--- src/rtl/conv2d_mac_engine_pkg.sv ---
// Shared types and helpers for the single-MAC conv2d engine.
// State encoding, default tap/weight counts, requantisation helper.
package conv_pkg;

    typedef enum logic [1:0] {
        IDLE,
        MAC,
        BIAS,
        EMIT
    } state_t;

    localparam int C_IN_DEF  = 3;
    localparam int K_DEF     = 3;
    localparam int C_OUT_DEF = 8;
    localparam int N_TAPS    = C_IN_DEF * K_DEF * K_DEF;
    localparam int N_WGT     = C_OUT_DEF * N_TAPS;

    // Round half up (only for shift > 0), arithmetic shift, clamp to out_w.
    function automatic logic signed [63:0] sat_round(
        input logic signed [63:0] acc,
        input int                 shift,
        input int                 out_w
    );
        logic signed [63:0] r;
        logic signed [63:0] hi;
        logic signed [63:0] lo;
        r = acc;
        if (shift > 0) begin
            r = (acc + (64'sd1 <<< (shift - 1))) >>> shift;
        end
        hi = (64'sd1 <<< (out_w - 1)) - 64'sd1;
        lo = -(64'sd1 <<< (out_w - 1));
        if (r > hi) begin
            r = hi;
        end else if (r < lo) begin
            r = lo;
        end
        return r;
    endfunction

endpackage

--- src/rtl/conv2d_mac_engine_requant.sv ---
// Combinational round/shift/saturate stage for the conv2d engine.
// Define CONV_RELU_EN to clamp negative results to zero after saturation.
module conv_requant #(
    parameter int ACC_W = 48,
    parameter int OUT_W = 16,
    parameter int SHIFT = 0
) (
    input  logic signed [ACC_W-1:0] sum,
    output logic signed [OUT_W-1:0] res
);
    import conv_pkg::*;

    logic signed [OUT_W-1:0] sat;

    assign sat = OUT_W'(sat_round(64'(sum), SHIFT, OUT_W));

`ifdef CONV_RELU_EN
    assign res = sat[OUT_W-1] ? '0 : sat;
`else
    assign res = sat;
`endif

endmodule

--- src/rtl/conv2d_mac_engine.sv ---
// Single-MAC 2D convolution engine with ready/valid flow and coefficient RAMs.
// Optional fused ReLU selected by CONV_RELU_EN (inside conv_requant).
module conv2d_mac_engine #(
    parameter int DATA_W = 8,
    parameter int W_W    = 16,
    parameter int B_W    = 32,
    parameter int ACC_W  = 48,
    parameter int OUT_W  = 16,
    parameter int C_IN   = 3,
    parameter int C_OUT  = 8,
    parameter int K      = 3,
    parameter int SHIFT  = 0
) (
    input  logic                                 clk,
    input  logic                                 rst_n,
    input  logic                                 wgt_we,
    input  logic [$clog2(C_OUT*C_IN*K*K)-1:0]    wgt_addr,
    input  logic signed [W_W-1:0]                wgt_data,
    input  logic                                 bias_we,
    input  logic [$clog2(C_OUT)-1:0]             bias_addr,
    input  logic signed [B_W-1:0]                bias_data,
    input  logic                                 win_valid,
    output logic                                 win_ready,
    input  logic [C_IN*K*K*DATA_W-1:0]           win_data,
    output logic                                 out_valid,
    input  logic                                 out_ready,
    output logic signed [OUT_W-1:0]              out_data,
    output logic [$clog2(C_OUT)-1:0]             out_ch,
    output logic                                 out_last,
    output logic                                 busy
);
    import conv_pkg::*;

    localparam int NT = C_IN * K * K;
    localparam int NW = C_OUT * NT;
    localparam int WA = $clog2(NW);
    localparam int CW = $clog2(C_OUT);
    localparam int IW = (NT > 1) ? $clog2(NT) : 1;
    localparam int PW = DATA_W + 1 + W_W;

    logic signed [W_W-1:0]     wgt  [NW];
    logic signed [B_W-1:0]     bias [C_OUT];
    logic [NT*DATA_W-1:0]      win;
    state_t                    state;
    logic [CW-1:0]             co;
    logic [IW-1:0]             idx;
    logic signed [ACC_W-1:0]   acc;
    logic [WA-1:0]             waddr;
    logic [DATA_W-1:0]         pix;
    logic signed [W_W-1:0]     w;
    logic signed [PW-1:0]      prod;
    logic signed [ACC_W-1:0]   sum;
    logic signed [OUT_W-1:0]   q;

    assign win_ready = rst_n && (state == IDLE);

    assign waddr = WA'(int'(co) * NT + int'(idx));
    assign pix   = win[idx*DATA_W +: DATA_W];
    assign w     = wgt[waddr];
    assign prod  = $signed({1'b0, pix}) * w;
    assign sum   = acc + ACC_W'(bias[co]);

    conv_requant #(
        .ACC_W (ACC_W),
        .OUT_W (OUT_W),
        .SHIFT (SHIFT)
    ) u_requant (
        .sum (sum),
        .res (q)
    );

    // Coefficients are frozen while a window is in flight.
    always_ff @(posedge clk) begin
        if (wgt_we && !busy && int'(wgt_addr) < NW) begin
            wgt[wgt_addr] <= wgt_data;
        end
        if (bias_we && !busy && int'(bias_addr) < C_OUT) begin
            bias[bias_addr] <= bias_data;
        end
    end

    always_ff @(posedge clk) begin
        if (!rst_n) begin
            state     <= IDLE;
            co        <= '0;
            idx       <= '0;
            acc       <= '0;
            out_valid <= 1'b0;
            out_data  <= '0;
            out_ch    <= '0;
            out_last  <= 1'b0;
            busy      <= 1'b0;
        end else begin
            unique case (state)
                IDLE: begin
                    if (win_valid) begin
                        win   <= win_data;
                        co    <= '0;
                        idx   <= '0;
                        acc   <= '0;
                        busy  <= 1'b1;
                        state <= MAC;
                    end
                end
                MAC: begin
                    acc <= acc + ACC_W'(prod);
                    if (int'(idx) == NT - 1) begin
                        idx   <= '0;
                        state <= BIAS;
                    end else begin
                        idx <= idx + 1'b1;
                    end
                end
                BIAS: begin
                    out_data  <= q;
                    out_ch    <= co;
                    out_last  <= (int'(co) == C_OUT - 1);
                    out_valid <= 1'b1;
                    state     <= EMIT;
                end
                EMIT: begin
                    if (out_ready) begin
                        out_valid <= 1'b0;
                        if (int'(co) == C_OUT - 1) begin
                            busy  <= 1'b0;
                            state <= IDLE;
                        end else begin
                            co    <= co + 1'b1;
                            acc   <= '0;
                            state <= MAC;
                        end
                    end
                end
                default: state <= IDLE;
            endcase
        end
    end

endmodule

--- config.mk ---
export PLATFORM = sky130hd
export DESIGN_NAME = conv2d_mac_engine
export DESIGN_NICKNAME = d
export VERILOG_FILES = /design/src/rtl/conv2d_mac_engine_pkg.sv /design/src/rtl/conv2d_mac_engine_requant.sv /design/src/rtl/conv2d_mac_engine.sv
export SDC_FILE = /design/constraint.sdc
export NUM_CORES = 2
export LEC_CHECK = 0
export ABC_AREA = 1
export CAP_MARGIN = 20
export CELL_PAD_IN_SITES_DETAIL_PLACEMENT = 1
export CELL_PAD_IN_SITES_GLOBAL_PLACEMENT = 2
export CORE_UTILIZATION = 43
export DETAILED_ROUTE_END_ITERATION = 8
export HOLD_SLACK_MARGIN = 0.02
export PLACE_DENSITY = 0.9
export SKIP_CTS_REPAIR_TIMING = 1
export SLEW_MARGIN = 30
export SYNTH_ARGS = -nofsm -noshare
export SYNTH_HDL_FRONTEND = slang
export SYNTH_HIERARCHICAL = 1
export SYNTH_SLANG_ARGS = --single-unit
--- constraint.sdc ---
create_clock -name clk -period 14.3 [get_ports clk]
set_clock_uncertainty 0.15 [all_clocks]
set_input_delay 2.86 -clock clk [delete_from_list [all_inputs] [get_ports clk]]
set_output_delay 2.86 -clock clk [all_outputs]
set_load 0.005 [all_outputs]
# Yosys cells after proc, flatten, opt, wreduce, memory -nomap -nowiden
# Memory sizes are Yosys's and may differ from the RTL's. A register that Yosys moved wholly into a read port is not among the register bits.
# Index checks and enable logic that the tools add are counted.
# word_totals
register_bits	296
mem_bits_rw	3712
inputBits	281
out_inout_bits	23
elab_cells	80
mem_count	2
# mem_list
name	depth	word_bits	read_ports	rd_clocked_by_memory_dff	wr	line_no	source
wgt	216	16	1	0	1	conv2d_mac_engine.sv:41	logic signed [W_W-1:0] wgt [NW];
bias	8	32	1	1	1	conv2d_mac_engine.sv:42	logic signed [B_W-1:0] bias [C_OUT];
# classes
n_addsub	5
mul	2
order_cmp	3
eq_ne	10
shifts	1
muxes	30
n_reduce_logical	17
# op_table
op	n
$shiftx 216x9->8	1
$mux 48	3
$pmux 48 s3	1
$add 48x25->48	1
$add 48x32->48	1
$gt 48x16->1 const B	1
$lt 48x16->1 const B	1
$mux 16	2
$mul 9x16->25	1
$mux 3	5
$reduce_and 4->1	3
$mux 5	2
$ne 2x2->1 const B	5
$pmux 5 s2	1
$mux 1	9
$add 8x5->8	1
$lt 8x8->1 const B	1
$mul 3x5->8 const B	1
$pmux 2 s4	1
$mux 2	3
$pmux 3 s2	1
$reduce_and 3->1	2
$reduce_bool 2->1	3
$add 5x1->5 const B	1
other kinds (11)	17

# Longest topological paths before layout
# depth
word_depth	6
ltp_mapped	42
depth_no_buf	40

# Hierarchy
# The synthesis kept the hierarchy.
# modules_own_cells
mod	n_inst	cells_per_inst	area_each_um2	seq_area_each_um2
conv2d_mac_engine	1	14898	171916.1	119614.7
conv_requant	1	100	415.4	0.0

# Worst setup path after synthesis
# OpenSTA, ideal clock, no wires.
# synth_path
kind	in2reg
start	in rst_n
end	reg win[0] (enable)
arrival_time_ps	12130
t_required_ps	13355
setup_slack_ps	1225
path_stages	3
path_buffers	1
path_cell_list	clkbuf_1 -> nand2_1 -> nor2_1
# synth_via
elab_chain_cells	1
# synth_lines
item	line_no	source
from (decl)	conv2d_mac_engine.sv:15	input logic rst_n,
$reduce_and 3->1 (no line)	n/a	
to (signal assigned)	conv2d_mac_engine.sv:97	win <= win_data;
to (decl)	conv2d_mac_engine.sv:43	logic [NT*DATA_W-1:0] win;
# Every way passes these cells.
# A chain may end at the register's enable or synchronous reset.

# Worst setup path in the final report
# layout_path
start	reg co[1]
end	reg acc[45]
# layout_via
elab_chain_cells	6
word_cells_on_any_way	9
cone_classes	add/sub (2); mul (2); eq/ne (2); mux (1); reduce/logical (1); memory (1)
# layout_lines
item	line_no	source
from (decl)	conv2d_mac_engine.sv:45	logic [CW-1:0] co;
from (signal assigned)	conv2d_mac_engine.sv:128	co <= co + 1'b1;
$mul 3x5->8	conv2d_mac_engine.sv:57	assign waddr = WA'(int'(co) * NT + int'(idx));
$add 8x5->8	conv2d_mac_engine.sv:57	
$mem_v2 216x16	n/a	
$mul 9x16->25	conv2d_mac_engine.sv:60	assign prod = $signed({1'b0, pix}) * w;
$add 48x25->48	conv2d_mac_engine.sv:106	acc <= acc + ACC_W'(prod);
$pmux 48 s3	conv2d_mac_engine.sv:94	unique case (state)
to (signal assigned)	conv2d_mac_engine.sv:106	
to (decl)	conv2d_mac_engine.sv:47	logic signed [ACC_W-1:0] acc;
# Several ways; a longest one is shown, not always the timed one.

==> summary.txt <==
Clock network
  – Clock sinks: 4011
  – Clk pin slew, worst setup/hold paths: 70 ps
  – TritonCTS Buffers: 415
  – CTS max path bufs: 4
  – Root buffer selected by CTS: clkbuf_16
  – H-tree Lvls: 5
  – Clock latency on the worst-skew pair: 1020 ps
  – CTS tree: yes

Final layout
  – # fillers: 41600
  – FF/Latch Area: around 0.12 mm^2
  – Area delta synth->final: 12.8%
  – Area occupied by multi-input gates: 0.0469 mm^2
  – Commonest non-fill, non-tap cell in the layout: nand2_1
  – Final net count: 15800
  – Commonest cells after routing, fill and taps aside: nand2_1, edfxtp_1, nand3_1
  – Layout cells sized above 1: about 7.1%

GRT
  – Gr ovfl total: 0
  – First-pass GRT wire length: 840 mm
  – Initial antenna violation count: 43
  – Largest net degree at the start of global routing: 195
  – Vias in the first global route: about 130k
  – Total global-route track usage: 27.7%

Worst setup path
  – Setup crit start kind: flop
  – Most used cell, CP: nand3_1
  – Crit end category: flop
  – Max FO, Critical Path: 73
  – Crit Path Category: flop to flop
  – Slowest cell on the critical path: fa_4
  – WP data required: about 15000 ps
  – WP buf/inv: 8
  – Critical Path Max Stage Delay: between 800 and 900 ps
  – Crit path max-delay family: adder cells
  – Crit path DAT: ~12000 ps

Yosys
  – Synth cell types: 54
  – Mapped Nets: 15600
  – Syn Area/Cell: approximately 11 um^2
  – Async S/R FF share, synth: 0%
  – Post-Syn Area: between 0.15 and 0.2 mm^2
  – Synth Instances: about 15000
  – Number of flops mapped to enable cells by yosys: 3928
  – Sequential fraction of the synthesis area: between 60 and 70%
  – Post-synthesis register bit count: between 4000 and 5000
  – Yosys warning total: 6
  – Main synth FF type: edfxtp_1

Route
  – First-pass iteration count of the detailed router: 5
  – Iteration-0 DRC Markers: between 10000 and 15000
  – Via density: between 5 and 6
  – Avg WL per Cell: between 20 and 30 um
  – Final WL: 575 mm
  – DR DRC count: 0
  – Antenna viol nets, final: 0
  – Vias: between 100k and 150k

Placement
  – GPL Wtd Cong: 0.874
  – Final HPWL DP: 343 mm
  – Port Buffer Count: between 300 and 400

Timing
  – Actual slew at the worst max-slew pin: 1090 ps
  – Final worst-path cycle share: about three quarters
  – RSZ-0062 raised after global routing: no
  – Hold slack: about 360 ps
  – TNS Setup: 0 ps
  – Slew Limit Fails: 0
  – # setup viols final: 0
  – Final worst path period need: 10880 ps
  – Final Hold Fails: 0
  – Maximum clock frequency: roughly 0.092 GHz
  – Max_slew headroom: between 20% and 30%

Die
  – Chip Height: between 600 and 700 um
  – Chip width: roughly 640 um
  – IO Pins: 304
  – Total core area: approximately 0.4 mm^2
  – Die Area: roughly 0.40 mm^2
  – Initial Utilization: a little over two fifths
  – # rows: approximately 230

Hold path
  – Type of the worst min-delay path: flop to flop

Run
  – Max-cap violations: 0

Status
  – Status: finished, final reports clean
layer usage:
layer,track usage (%),part of all wire (%),up-vias
li1,-,-,53400
met1,36.1,40,63200
met2,45.7,48,5245
met3,4.05,7.5,1113
met4,12.8,5.0,2
met5,0,0.0019,-
synth_stat cells (15+ instances only):
master / number / area, um^2
nand4_1: 19 / 119
fa_1: 148 / 2960
a21o_1: 16 / 120
edfxtp_1: 3928 / 118000
buf_4: 67 / 503
o21ai_0: 277 / 1390
dfxtp_1: 83 / 1660
xor2_1: 34 / 298
nand2_1: 4130 / 15500
nand3_1: 3469 / 17400
a22o_1: 15 / 131
buf_1: 44 / 165
inv_1: 409 / 1540
ha_1: 155 / 1940
o221ai_1: 38 / 333
buf_2: 587 / 2940
clkbuf_1: 193 / 724
nor2_1: 805 / 3020
o22ai_1: 35 / 219
o211ai_1: 19 / 143
or2_2: 20 / 125
a21oi_1: 256 / 1280
o21bai_1: 18 / 135
nand3_2: 29 / 290
nor3_1: 22 / 110
xnor2_1: 26 / 228
a31oi_1: 49 / 307
nand2_2: 17 / 106
worst register-to-register path: cells and delay by family, from the launching register on:
family / cells / cell delay [ps]
flip-flops: 1 / 390
AO/OA/AOI/OAI: 1 / 70
AND/OR/NAND/NOR: 18 / 2970
adder cells (fa/ha/maj): 9 / 5040
buffers and inverters: 8 / 2170
state kept, by name, summed over array words and instances, names as in the netlist, 3 cells and up, named ones only:
register  count
out_data     16
win         216
bias        256
acc          48
wgt        3456
idx           5
out_ch        3
co            3
kinds of logic (layout without fill, tap and decap cells):
family | after synthesis | count (layout) | synth area share, %
compound gates | 769 | 769 | 2.58
simple gates | 8532 | 8532 | 21.3
flops | 4011 | 4011 | 69.4
buf+inv | 1321 | 1872 | 3.49
other cells | 0 | 41 | 0
mux | 1 | 1 | 0.00581
fa+ha+maj | 303 | 303 | 2.84
xor+xnor | 61 | 61 | 0.321
cell type report:
| type | count | share of cell area [%] |
|---|---|---|
| sequential | 4011 | 61.5 |
| tap | 5265 | 3.39 |
| inverter | 422 | 0.838 |
| clock buffer | 531 | 5.68 |
| antenna | 41 | 0.0528 |
| clock inverter | 213 | 1.02 |
| timing repair buffer | 706 | 3.39 |
| multi-input combinational | 9666 | 24.1 |
per-stage QoR:
step                      area [um^2]  utilization (%)  setup slack (ps)  std cells
after global routing           194000             48.7              2980      20800
after global placement         181000             45.4              3750      20100
final                          194000             48.7              3420      20900
after floorplan                172000                -              1220      15000
after CTS                      194000             48.7              3680      20800
after detailed placement       181000             45.4              3650      20100
final timing paths:
path	from	to	slack (ps)	depth (start not counted)
max reg2reg	co[1]$_SDFFE_PN0P_	acc[45]$_SDFFE_PN0P_	3420	36
max	co[1]$_SDFFE_PN0P_	acc[45]$_SDFFE_PN0P_	3420	36
min reg2reg	acc[14]$_SDFFE_PN0P_	acc[14]$_SDFFE_PN0P_	360	2
min	acc[14]$_SDFFE_PN0P_	acc[14]$_SDFFE_PN0P_	360	2
Power is left out: the tool's default activity adds up to more than one toggle a clock period on the data nets, which glitch-free logic cannot reach.
